--- config.mk ---
export PLATFORM = sky130hd
export DESIGN_NAME = multiplier_arbiter
export DESIGN_NICKNAME = d
export VERILOG_FILES = /design/src/rtl/multiplier_arbiter.sv
export SDC_FILE = /design/constraint.sdc
export NUM_CORES = 1
export LEC_CHECK = 0
export BUFFER_PORTS_ARGS = -buffer_cell sky130_fd_sc_hd__buf_2
export CAP_MARGIN = 30
export CORE_ASPECT_RATIO = 0.7
export CORE_UTILIZATION = 48
export CTS_BUF_LIST = sky130_fd_sc_hd__clkbuf_8 sky130_fd_sc_hd__clkbuf_16
export DETAILED_ROUTE_END_ITERATION = 12
export MAX_ROUTING_LAYER = met4
export PLACE_DENSITY = 0.94
export SLEW_MARGIN = 20
export SYNTH_ARGS = -nofsm -noshare
export SYNTH_HDL_FRONTEND = slang
export SYNTH_SLANG_ARGS = --single-unit
--- constraint.sdc ---
create_clock -name clk_i -period 7 [get_ports clk_i]
set_clock_uncertainty 0.15 [all_clocks]
set_input_delay 1.75 -clock clk_i [delete_from_list [all_inputs] [get_ports clk_i]]
set_output_delay 1.75 -clock clk_i [all_outputs]
set_load 0.03 [all_outputs]
--- src/rtl/multiplier_arbiter.sv ---
// Round-robin sequencer sharing one external Width x Width unsigned multiplier
// among NumReq requesters over valid/ready request and response handshakes.
module multiplier_arbiter #(
  parameter int Width      = 8,
  parameter int NumReq     = 4,
  parameter int MulLatency = 1
) (
  input  logic                          clk_i,
  input  logic                          rst_i,
  input  logic [NumReq-1:0]             req_valid_i,
  output logic [NumReq-1:0]             req_ready_o,
  input  logic [NumReq-1:0][Width-1:0]  req_in1_i,
  input  logic [NumReq-1:0][Width-1:0]  req_in2_i,
  output logic [NumReq-1:0]             rsp_valid_o,
  input  logic [NumReq-1:0]             rsp_ready_i,
  output logic [2*Width-1:0]            rsp_product_o,
  output logic [Width-1:0]              mul_in1_o,
  output logic [Width-1:0]              mul_in2_o,
  input  logic [2*Width-1:0]            mul_out_i,
  output logic                          busy_o
);

  localparam int          GrantW  = $clog2(NumReq);
  localparam int unsigned NumReqU = NumReq;

  typedef enum logic [1:0] {IDLE, WAIT, RESP} state_t;

  state_t              state, state_next;
  logic [Width-1:0]    op1, op2;
  logic [2*Width-1:0]  prod;
  logic [3:0]          cnt;
  logic [GrantW-1:0]   grant, last_grant, winner;
  logic                found;

  // Search starts one past the previous winner so every requester gets a turn.
  always_comb begin : rr_pick
    int unsigned       idx;
    logic [GrantW-1:0] cand;
    winner = '0;
    found  = 1'b0;
    idx    = 0;
    cand   = '0;
    for (int unsigned i = 1; i <= NumReqU; i++) begin
      idx  = (32'(last_grant) + i) % NumReqU;
      cand = GrantW'(idx);
      if (!found && req_valid_i[cand]) begin
        found  = 1'b1;
        winner = cand;
      end
    end
  end

  always_comb begin : fsm_next
    state_next = state;
    case (state)
      IDLE:    if (found) state_next = WAIT;
      WAIT:    if (cnt == 4'd1) state_next = RESP;
      RESP:    if (rsp_ready_i[grant]) state_next = IDLE;
      default: state_next = IDLE;
    endcase
  end

  // Ready is gated by reset so outputs read zero while reset is held.
  always_comb begin : handshake_out
    req_ready_o = '0;
    rsp_valid_o = '0;
    if (state == IDLE && found && !rst_i) req_ready_o[winner] = 1'b1;
    if (state == RESP) rsp_valid_o[grant] = 1'b1;
  end

  always_ff @(posedge clk_i or posedge rst_i) begin
    if (rst_i) begin
      state      <= IDLE;
      op1        <= '0;
      op2        <= '0;
      prod       <= '0;
      cnt        <= '0;
      grant      <= '0;
      last_grant <= GrantW'(NumReq - 1);
    end else begin
      state <= state_next;
      case (state)
        IDLE: begin
          if (found) begin
            op1        <= req_in1_i[winner];
            op2        <= req_in2_i[winner];
            grant      <= winner;
            last_grant <= winner;
            cnt        <= 4'(MulLatency);
          end
        end
        WAIT: begin
          cnt <= cnt - 4'd1;
          if (cnt == 4'd1) prod <= mul_out_i;
        end
        default: ;
      endcase
    end
  end

  assign mul_in1_o     = op1;
  assign mul_in2_o     = op2;
  assign rsp_product_o = prod;
  assign busy_o        = (state != IDLE);

endmodule

# After elaboration in Yosys (flattened, before gate mapping)

Index checks and enable logic that the tools add are counted.

Equal/unequal tests: 6
Multiplexer cells: 34
Reduce and logical (&&, ||, !) cells: 18
$lt $le $gt $ge: 8
$add $sub $neg: 5

Operators with widths:

| kind                | number |
|---|---|
| $bmux 8 s2          | 2 |
| $lt 2x3->1 const B  | 6 |
| $mux 8              | 2 |
| $mux 2              | 7 |
| $mux 4              | 3 |
| $mux 1              | 11 |
| $bmux 1 s2          | 5 |
| $pmux 4 s2          | 1 |
| $logic_and 1x1->1   | 7 |
| $ne 2x2->1 const B  | 3 |
| $pmux 2 s3          | 1 |
| $reduce_and 2->1    | 3 |
| $add 2x1->2 const B | 2 |
| $add 2x2->2 const B | 2 |
| $demux 1 s2         | 2 |
| $eq 4x1->1 const B  | 1 |
| $ge 2x1->1 const B  | 2 |
| $logic_not 1->1     | 4 |
| $reduce_bool 2->1   | 2 |
| $sub 4x1->4 const B | 1 |
| $reduce_and 3->1    | 1 |
| $eq 2x1->1 const B  | 1 |
| $eq 2x2->1 const B  | 1 |
| $logic_not 2->1     | 1 |

Bits of input ports: 90
Logic and storage cells: 78
Register bits after elaboration: 42
Output and inout bits: 41

# Logic depth before layout (Yosys ltp)

Depth in word-level cells: 18
Depth in mapped cells: 7
Depth with buffers taken out: 5

# Least setup slack after synthesis

Ideal clock, no wire load.

Path kind: input-to-output
From: input port rst_i
To: output port req_ready_o[0]
Stages: 2
Arrival time: 3.147 ns
Data required time: 5.100 ns
Path slack: 1.953 ns
Cells stage by stage: inv_1 and3_1

Word-level cells in the longest chain between the ends: 3

RTL lines:

| what                             | line | text |
|---|---|---|
| from (decl)                      | 9    | `input logic rst_i,` |
| $logic_not 1->1 (no source line) | -    |  |
| $logic_and 1x1->1                | 67   | `if (state == IDLE && found && !rst_i) req_ready_o[winner] = 1'b1;` |
| $mux 4                           | 67   |  |
| to (decl)                        | 11   | `output logic [NumReq-1:0] req_ready_o,` |

No other way between the ends.

# Worst setup path after layout

From: input port req_valid_i[2]
To: output port req_ready_o[0]

Word-level cells in the longest chain between the ends: 17
Elaborated cells between the ends (all ways): 30
Classes of those cells: 2 x order compare; 19 x mux; 9 x reduce/logical

RTL lines:

| what                                                           | line | text |
|---|---|---|
| from (decl)                                                    | 10   | `input logic [NumReq-1:0] req_valid_i,` |
| $bmux 1 s2                                                     | 46   | `if (!found && req_valid_i[cand]) begin` |
| $mux 1 (not written as such)                                   | 46   |  |
| $mux 1                                                         | 46   |  |
| $logic_not 1->1                                                | 46   |  |
| $logic_and 1x1->1                                              | 46   |  |
| $mux 1                                                         | 46   |  |
| $logic_not 1->1                                                | 46   |  |
| $logic_and 1x1->1                                              | 46   |  |
| $mux 1                                                         | 46   |  |
| $logic_not 1->1                                                | 46   |  |
| $logic_and 1x1->1                                              | 46   |  |
| $mux 2                                                         | 46   |  |
| $lt 2x3->1 (not written as such) or $ge 2x1->1 (tied branches) | 67   |  |
| $logic_and 1x1->1 (not written as such)                        | 67   |  |
| $mux 1 (not written as such)                                   | 67   |  |
| $demux 1 s2                                                    | 67   |  |
| $mux 4 (*)                                                     | 67   |  |

Mark *: on every way between the ends. The rest lies on a longest branch, timed or not. The select of a mux whose other input is x is not followed.

==> metrics.md <==
| Metric | Value |
|---|---|
| Status | `completed` |
| Worst EP required | `5.10 ns` |
| Worst-path clk slew | `0.07 ns` |
| Tcrit/Tclk final | `73.25%` |
| YS warnings | `0` |
| Max clock buf depth | `2` |
| Hold Crit Class | `flop to flop` |
| Post-synthesis sequential element count | `42` |
| Sequential share of the synthesized area | `43.34%` |
| # IOs | `131` |
| Kind of critical path | `input pin to output pin` |
| Max Cap Viol | `0` |
| Post-CTS setup buffer count | `0` |
| Fin. max-slew vios | `0` |
| Share of cells above drive strength 1 | `51.40%` |
| Cell variety after synth | `41` |
| Avg Cell Area, Syn | `10.76 um2` |
| Worst path top cell family by delay | `compound AO/OA/AOI/OAI gates` |
| PD cells | `452.1 mW/mm2` |
| RePlAce Congestion | `0.9322` |
| Total chip power | `1.465 mW` |
| Buffer and inverter count on the worst path | `2` |
| Synthesis-to-layout area growth | `33.30%` |
| DR WL/cell | `15.14 um` |
| Initial Util | `50.28%` |
| 1st-iter DRT viols | `143` |
| Clk Latency, worst-skew pair | `0.29 ns` |
| Pleak | `1.586 nW` |
| Crit start category | `input pin` |
| Initial antenna violation count | `0` |
| Crit-path max cell delay | `0.52 ns` |
| Critical path, cell by cell | `buf_2 > nor2_2 > a22o_1 > a22o_1 > and3_1 > buf_2` |
| VDD IR max | `0.2678 mV` |
| Antenna Violating Nets Remaining | `0` |
| Post-Route WL | `6.436 mm` |
| Setup violators final | `0` |
| CP arrival | `3.23 ns` |
| Relative slew slack | `40.06%` |
| Slew @ Worst Pin | `0.8991 ns` |
| Die Area | `0.005358 mm2` |
| Largest net degree at the start of global routing | `47` |
| Width of the die | `87.06 um` |
| DRC viols | `0` |
| Core ar. | `0.004835 mm2` |
| Dpl cell area | `0.003099 mm2` |
| CTS resizes | `0` |
| Fmax | `195.0 MHz` |
| Vias in the first global route | `2108` |
| Cells after Synth | `226` |
| Critical Path Fanout Max | `13` |
| Antenna diodes | `0` |
| TritonRoute pass-1 iters | `4` |
| First-pass GRT wire length | `9.770 mm` |
| Slowest cell on the critical path | `a22o_1` |
| # hold bufs at CTS | `0` |
| Tot GR Track Use | `25.25%` |
| CTS tree | `done` |
| RSZ-0062 raised after global routing | `false` |
| Via/cell ratio | `5.513` |
| Die Y | `61.54 um` |
| Fin crit period | `5.128 ns` |
| Clock sink count | `42` |
| Grt total ovfl | `0` |
| FP Rows | `21` |
| Setup TNS | `0 ns` |
| # nets final | `447` |
| H-Tree Depth | `2` |
| Cts bufs inserted | `5` |
| Detailed placer's ending HPWL | `4.817 mm` |
| I/O Buffers | `130` |
| Worst Setup End Kind | `output pin` |
| Synthesized cell area | `0.002431 mm2` |
| Via count | `2343` |
| Clock Tree Root | `clkbuf_8` |
| Syn Nets | `318` |
| Fin. Hold Viols | `0` |
| Final Cell Area | `0.003241 mm2` |
==> where the power goes <==
group          internal (mW)  switching, mW
Combinational          0.326          0.494
Sequential             0.366          0.102
Clock                 0.0995         0.0778
Total                  0.791          0.674
==> worst paths after layout <==
path | startpoint | to | slack [ns] | depth (start not counted)
max | req_valid_i[2] | req_ready_o[0] | 1.87 | 6
min | rsp_product_o[1] | rsp_product_o[1] | 0.36 | 1
max reg2reg | state[0] | mul_in1_o[5] | 4.77 | 4
min reg2reg | rsp_product_o[1] | rsp_product_o[1] | 0.36 | 1
max in group asynchronous | rst_i | last_grant[0] | 4.93 | 3
min in group asynchronous | rst_i | mul_in2_o[4] | 1.24 | 2
==> metal layers <==
layer | global-route usage (%) | vias up | routed length (um)
met5 | - | - | 0
met4 | 9.762 | 0 | 80
met3 | 6.166 | 10 | 431
met2 | 39.82 | 97 | 3099
met1 | 31.88 | 1124 | 2824
li1 | - | 1112 | -
==> synthesized netlist by cell type (all sizes together) <==
cell type / instances / area [um2]
mux2i: 17 / 170.2
a21oi: 6 / 33.78
ha: 2 / 25.02
dfstp: 2 / 52.55
and3: 4 / 25.02
o221a: 1 / 11.26
and2b: 1 / 7.510
dfrtp: 40 / 1001
mux2: 16 / 180.2
o21bai: 2 / 15.01
mux4: 1 / 22.52
nor3: 2 / 10.01
nor3b: 2 / 15.01
clkbuf: 4 / 15.01
or2: 2 / 12.51
o21ai: 26 / 133.9
o22ai: 17 / 106.4
nor4b: 1 / 23.77
o221ai: 1 / 8.760
a31oi: 1 / 6.260
nor2: 24 / 92.59
a211oi: 2 / 20.02
nand2: 6 / 22.52
or4: 1 / 7.510
buf: 9 / 83.82
o31a: 1 / 8.760
nand2b: 7 / 51.30
inv: 7 / 26.28
o211a: 1 / 10.01
a221oi: 16 / 196.4
a22o: 3 / 26.28
and4b: 1 / 10.01
==> registers in the layout (all words and copies together) (netlist names) <==
register,cells
last_grant,2
cnt,4
state,2
mul_in1_o,8
rsp_product_o,16
mul_in2_o,8
grant,2
==> layout by cell type (no fill, tap or decap), types with 3 or more instances in the layout <==
cell / synthesis / layout
buf_4: 0 / 3
o22ai_1: 17 / 17
o21ai_0: 25 / 25
a22o_1: 3 / 3
dfrtp_1: 40 / 40
a21oi_1: 5 / 5
nand2b_1: 4 / 4
a221oi_1: 7 / 7
a221oi_2: 9 / 9
and3_1: 4 / 4
inv_1: 7 / 6
mux2_2: 16 / 16
nor2_1: 23 / 23
clkbuf_8: 0 / 8
mux2i_1: 17 / 17
nand2_1: 6 / 6
buf_2: 3 / 130
nand2b_2: 3 / 3
==> logic make-up (layout without fill, tap and decap cells) <==
| logic type | count (synthesis) | after routing | share of synthesized area (%) |
|---|---|---|---|
| AO/OA/AOI/OAI | 77 | 77 | 23.73 |
| AND/OR/NAND/NOR | 51 | 51 | 11.43 |
| flip-flops | 42 | 42 | 43.34 |
| multiplexers | 34 | 34 | 15.34 |
| buffers and inverters | 20 | 150 | 5.146 |
| adder cells (fa/ha/maj) | 2 | 2 | 1.029 |
==> stage by stage <==
stage,cells,hold WS [ns],util (%),worst slack (ns)
floorplan,226,0.3389,-,1.953
global placement,415,0.3354,64.10,1.929
detailed placement,415,0.3429,64.10,1.875
CTS,423,0.3608,66.38,1.879
global route,425,0.3840,67.03,1.788
finish,425,0.3609,67.03,1.872
==> cell type report <==
class                   count  area [um2]
multi-input cells         164        1260
well taps                  69       86.33
clock buffers               8       110.1
fillers                   407        1594
repair buffers            135       704.4
flip-flops and latches     42        1054
inverters                   7       26.28
==> worst reg2reg max path, delay by kind of cell, from the launching register on <==
| kind | cells | cell delay (ns) |
|---|---|---|
| AOI/OAI and AO/OA | 2 | 0.59 |
| DFF | 1 | 0.47 |
| and+or+nand+nor | 2 | 0.89 |
Power figures use the tool's default switching activity.
